**src/rtl/square_64b_seq_if.sv**
```systemverilog
// Handshake bundle for square_64b_seq: operand channel, result channel and
// the busy status flag. The master side is the producer/consumer of data,
// the slave side is the squarer itself.
interface square_64b_seq_if #(
  parameter int WIDTH = 64
) ();
  logic               in_valid;
  logic               in_ready;
  logic [WIDTH-1:0]   in0;
  logic               out_valid;
  logic               out_ready;
  logic [2*WIDTH-1:0] out0;
  logic               busy;

  modport master (
    output in_valid, in0, out_ready,
    input  in_ready, out_valid, out0, busy
  );

  modport slave (
    input  in_valid, in0, out_ready,
    output in_ready, out_valid, out0, busy
  );
endinterface

```
**src/rtl/square_64b_seq.sv**
```systemverilog
// square_64b_seq: iterative unsigned squarer, WIDTH-bit operand to exact
// 2*WIDTH-bit result, retiring BITS_PER_CYCLE multiplier bits per cycle with
// a shift-add datapath. Valid/ready handshakes on both sides.
//
// Optional build macro SQUARE_EARLY_EXIT_EN: when defined, the calculation
// stops as soon as the remaining multiplier bits are all zero, giving a
// latency that tracks the operand magnitude. Results are identical either way.
module square_64b_seq #(
  parameter int WIDTH          = 64,
  parameter int BITS_PER_CYCLE = 2
) (
  input  logic             clk,
  input  logic             rst,
  square_64b_seq_if.slave  bus
);

  localparam int RES_W = 2 * WIDTH;
  localparam int N_ITER = WIDTH / BITS_PER_CYCLE;
  localparam int CNT_W = $clog2(N_ITER + 1);
  localparam logic [CNT_W-1:0] CNT_INIT = CNT_W'(N_ITER);
  localparam logic [CNT_W-1:0] CNT_ONE  = CNT_W'(1);

  generate
    if ((BITS_PER_CYCLE < 1) || ((WIDTH % BITS_PER_CYCLE) != 0)) begin : g_bad_cfg
      $error("square_64b_seq: BITS_PER_CYCLE must be >= 1 and divide WIDTH");
    end
  endgenerate

  typedef enum logic [1:0] {
    S_IDLE,
    S_CALC,
    S_DONE
  } state_t;

  // Small-digit multiple of the shifted multiplicand: sum of M<<k for each
  // set bit k of the digit. Truncated to the result width; the exact square
  // never exceeds it.
  function automatic logic [RES_W-1:0] partial_product(
    input logic [RES_W-1:0]          m,
    input logic [BITS_PER_CYCLE-1:0] d
  );
    logic [RES_W-1:0] pp;
    pp = '0;
    for (int k = 0; k < BITS_PER_CYCLE; k++) begin
      if (d[k]) pp = pp + (m << k);
    end
    return pp;
  endfunction

  state_t           state_q, state_d;
  logic [RES_W-1:0] m_q, m_d;
  logic [WIDTH-1:0] q_q, q_d;
  logic [RES_W-1:0] acc_q, acc_d;
  logic [CNT_W-1:0] cnt_q, cnt_d;
  logic [RES_W-1:0] out0_q, out0_d;

  logic [RES_W-1:0] acc_nxt;
  logic [WIDTH-1:0] q_shift;
  logic             last_iter;
  logic             calc_exit;

  assign acc_nxt   = acc_q + partial_product(m_q, q_q[BITS_PER_CYCLE-1:0]);
  assign q_shift   = q_q >> BITS_PER_CYCLE;
  assign last_iter = (cnt_q == CNT_ONE);

`ifdef SQUARE_EARLY_EXIT_EN
  assign calc_exit = last_iter | (q_shift == '0);
`else
  assign calc_exit = last_iter;
`endif

  // State and datapath registers; async reset clears everything, result included.
  always_ff @(posedge clk or posedge rst) begin
    if (rst) begin
      state_q <= S_IDLE;
      m_q     <= '0;
      q_q     <= '0;
      acc_q   <= '0;
      cnt_q   <= '0;
      out0_q  <= '0;
    end else begin
      state_q <= state_d;
      m_q     <= m_d;
      q_q     <= q_d;
      acc_q   <= acc_d;
      cnt_q   <= cnt_d;
      out0_q  <= out0_d;
    end
  end

  // Next-state and datapath update; out0 is written only on entry to DONE.
  always_comb begin
    state_d = state_q;
    m_d     = m_q;
    q_d     = q_q;
    acc_d   = acc_q;
    cnt_d   = cnt_q;
    out0_d  = out0_q;
    unique case (state_q)
      S_IDLE: begin
        if (bus.in_valid) begin
          m_d     = {{WIDTH{1'b0}}, bus.in0};
          q_d     = bus.in0;
          acc_d   = '0;
          cnt_d   = CNT_INIT;
          state_d = S_CALC;
        end
      end
      S_CALC: begin
        acc_d = acc_nxt;
        m_d   = m_q << BITS_PER_CYCLE;
        q_d   = q_shift;
        cnt_d = cnt_q - CNT_ONE;
        if (calc_exit) begin
          out0_d  = acc_nxt;
          state_d = S_DONE;
        end
      end
      S_DONE: begin
        if (bus.out_ready) state_d = S_IDLE;
      end
      default: state_d = S_IDLE;
    endcase
  end

  assign bus.in_ready  = (state_q == S_IDLE) & ~rst;
  assign bus.busy      = (state_q != S_IDLE);
  assign bus.out_valid = (state_q == S_DONE);
  assign bus.out0      = out0_q;

endmodule
```
**src/flat_wrapper.sv**
```systemverilog
// flat-port wrapper written by rule: the top's interface ports become plain ports
module square_64b_seq_flat 
#(
  parameter int WIDTH          = 64,
  parameter int BITS_PER_CYCLE = 2
)
  (clk, rst, bus_in_valid, bus_in0, bus_out_ready, bus_in_ready, bus_out_valid, bus_out0, bus_busy);
  square_64b_seq_if #(.WIDTH(WIDTH)) bus_i ();
  input  logic clk;
  input  logic rst;
  input wire logic [$bits(bus_i.in_valid)-1:0] bus_in_valid;
  input wire logic [$bits(bus_i.in0)-1:0] bus_in0;
  input wire logic [$bits(bus_i.out_ready)-1:0] bus_out_ready;
  output wire logic [$bits(bus_i.in_ready)-1:0] bus_in_ready;
  output wire logic [$bits(bus_i.out_valid)-1:0] bus_out_valid;
  output wire logic [$bits(bus_i.out0)-1:0] bus_out0;
  output wire logic [$bits(bus_i.busy)-1:0] bus_busy;
  assign bus_i.in_valid = bus_in_valid;
  assign bus_i.in0 = bus_in0;
  assign bus_i.out_ready = bus_out_ready;
  assign bus_in_ready = bus_i.in_ready;
  assign bus_out_valid = bus_i.out_valid;
  assign bus_out0 = bus_i.out0;
  assign bus_busy = bus_i.busy;
  square_64b_seq #(.WIDTH(WIDTH), .BITS_PER_CYCLE(BITS_PER_CYCLE)) u_core (.clk(clk), .rst(rst), .bus(bus_i));
endmodule
```
**config.mk**
```make
export PLATFORM = sky130hd
export DESIGN_NAME = square_64b_seq_flat
export DESIGN_NICKNAME = d
export VERILOG_FILES = /design/src/rtl/square_64b_seq_if.sv /design/src/rtl/square_64b_seq.sv /design/src/flat_wrapper.sv
export SDC_FILE = /design/constraint.sdc
export NUM_CORES = 2
export LEC_CHECK = 0
export CAP_MARGIN = 15
export CORE_AREA = 5 5 242 244
export DETAILED_ROUTE_END_ITERATION = 6
export DIE_AREA = 0 0 247 249
export GPL_ROUTABILITY_DRIVEN = 0
export PLACE_DENSITY = 0.87
export REMOVE_ABC_BUFFERS = 1
export SETUP_SLACK_MARGIN = 0.5
export SLEW_MARGIN = 25
export SYNTH_ARGS = -nofsm -noshare
export SYNTH_HDL_FRONTEND = slang
export SYNTH_SLANG_ARGS = --single-unit
```
**constraint.sdc**
```tcl
create_clock -name clk -period 39.7 [get_ports clk]
set_input_delay 7.94 -clock clk [delete_from_list [all_inputs] [get_ports clk]]
set_output_delay 7.94 -clock clk [all_outputs]
set_load 0.02 [all_outputs]
```
==> results.cfg <==
[layout]
finalNetCount = 4610
drive_gt1_share_pct = 8.17
syn2layout_area_growth_pct = 9.56

[setup_path]
cp_slowest_cell = clkdlybuf4s50_1
cp_cell_sequence = clkdlybuf4s50_1, nor2_1, clkdlybuf4s50_1
critPathMaxStageDelay_ns = 0.62
critPathMostFrequentCell = clkdlybuf4s50_1
worstReg2RegStart = u_core.q_q[0]
rr_worst_depth = 32
end_kind = output pin
cp_max_fo = 2
setup.worst_path.start = rst
cp.arrival_ns = 9.23
critPathKind = in -> out
cp-start-kind = input port
worstPathRequired_ns = 31.76

[yosys]
syn_area_um2 = 37100
async_flop_share_pct = 100
synth.yosys.seq_area_share_pct = 30.8
synth-seq-cells = 456
synthTopCellsByArea = dfrtp_1, ha_1, mux2_2, nand2_1, a21oi_1
yosys_warnings = 0
synth_top_flop_cell = dfrtp_1
synth.avg_cell_area_um2 = 8.43
synth_cell_types = 110
synth_cells = 4397
synth_top_cell_area_share_pct = 30.8
synth_largest_area_cell = dfrtp_1
synth_edf_count = 0

[clocking]
cts_setup_buffers = 0
cts_resized = 0
cts.sinks = 456
cts_buffer_depth = 3
cts.htree.levels = 2
clk_latency_ns = 0.62
cts-root-buf = clkbuf_16
cts-buffers-inserted = 50
cts.reportedPaths.clkPinSlew_ns = 0.06
cts_tree = built
ctsHoldBuffers = 0

[placement]
portBuffers = 198
dp_hpwl_mm = 73.5

[timing]
fmax_mhz = 58.2
worst_pin_slew_ns = 1.00
finalHoldViolations = 0
finalSetupTns_ns = 0
finalClockSkew_ns = 0.0233
min_period_over_period_pct = 43.2
rsz0062_at_grt = false
slew_violations = 0
maxSlewHeadroom_pct = 32.7
finalSetupViolCount = 0
finalCriticalPeriod_ns = 17.17
whs_ns = 0.480

[status]
outcome = complete, no violations

[grt]
track_usage_pct = 32.3
grt_max_degree = 161
antenna_found_initial = 0
grt_pass1_vias = 31994
grt_pass1_wl_mm = 167
grt_overflow = 0

[detailed_routing]
vias = 34287
firstDrtPassIters = 5
drc = 0
ant_nets = 0
drt_wl_total_mm = 103
avgViaCountPerCell = 6.69
drt_iter0_markers = 3682
wl_per_cell_um = 20.2

[worst_hold_path]
worstHoldPathCells = 2
holdCritPathClass = reg -> reg
hp-start = u_core.q_q[58]

[pwr]
power.leakage_nw = 17.8
vdd_ir_drop_max_mv = 0.0637
powerDensity_nw_per_um2 = 78.2

[floorplan]
io_pins = 199
die_area_um2 = 61500
die-height_um = 249
die_x_um = 247
num_rows = 87
core-area_um2 = 56100
start_util_pct = 66.2

[run]
cap_violations = 0
[routing by layer]
layer / routed length (µm) / track usage (%)
met5: 0 / 0
met3: 7620 / 3.96
met4: 4220 / 11.9
met2: 49100 / 52.7
met1: 42600 / 44.3
[cell families (layout without fill, tap and decap cells)]
kind of cell / after synthesis / count (layout) / synth area share, %
AOI/OAI and AO/OA: 1559 / 1559 / 28.1
xor gates and xnor gates: 303 / 303 / 7.16
adders and majority gates: 212 / 212 / 7.19
buffers and inverters: 435 / 409 / 4.73
DFF: 456 / 456 / 30.8
muxes: 179 / 179 / 5.40
other: 0 / 1 / 0
and+or+nand+nor: 1253 / 1253 / 16.7
[synthesized netlist by cell type, types with 12 or more instances]
cell       instances
xnor2_1          172
and2_1            83
a21o_1           128
a21boi_0          12
nand2_1          500
o21bai_1          59
o21ai_0          356
nand4bb_1         15
a22o_1           187
inv_1             94
nor2b_1           68
nand4_1           76
a22oi_1          126
nand3_1           42
nand3b_1          13
mux2_2           168
or3_1             19
ha_1             209
nor3_1            51
buf_1             16
a32oi_1           24
or2_2             18
a21oi_1          372
clkbuf_1         273
and3_1            22
o31ai_1           14
buf_2             40
o21ai_1           20
dfrtp_1          456
o22ai_1           26
o21a_1            27
o211ai_1          16
nor2_1           230
xor2_1           131
a41oi_1           13
a31oi_1           32
nand2b_1          27
nor4_1            19
[power breakdown]
part           switching [mW]  leakage (nW)  internal, mW
combinational            1.05          11.0         0.724
clock                   0.207         0.838         0.289
sequential              0.255          5.99         0.651
[flip-flops by register name (all words and copies together), names as in the netlist]
signal and count:
u_core.acc_q 128, u_core.bus.out0 128, u_core.cnt_q 6, u_core.m_q 128, u_core.q_q 64, u_core.state_q 2
[cell type report]
class	count	area, µm²
tap	756	946
multi-input combinational	3506	24000
inverter	95	364
clock inverter	31	352
clock buffer	61	1380
fill	4274	15400
antenna	1	2.50
sequential	456	11400
timing repair buffer	222	2200
[worst paths after layout]
path / endpoint / slack, ns
max: bus_in_ready / 22.53
min: u_core.q_q[58] / 0.48
max reg2reg: u_core.bus.out0[111] / 30.06
min reg2reg: u_core.q_q[58] / 0.48
max in group asynchronous: u_core.acc_q[16] / 30.37
min in group asynchronous: u_core.state_q[1] / 7.87
[metrics by stage]
stage	utilization (%)	worst slack, ns	power (mW)	instances	cell area, µm²
after global placement	69.3	22.52	2.58	5034	38900
after CTS	72.4	22.51	3.15	5126	40600
after detailed placement	69.3	22.51	2.64	5034	38900
after global routing	72.5	22.45	3.37	5127	40600
final	72.5	22.53	3.18	5128	40600
after floorplan	-	19.05	2.12	4057	35700
[cell usage in the layout (no fill, tap or decap), drive strengths merged, types with 131 or more instances in the layout]
cell,instances
ha,209
clkdlybuf4s50,198
nor2,230
a21oi,373
a22o,187
o21ai,379
nand2,500
dfrtp,456
xnor2,172
mux2,168
xor2,131
[worst max-delay path: cells and delay by family]
kind,cells,cell delay (ns)
buffers and inverters,2,1.13
AND/OR/NAND/NOR,1,0.16
Power figures use the tool's default switching activity.
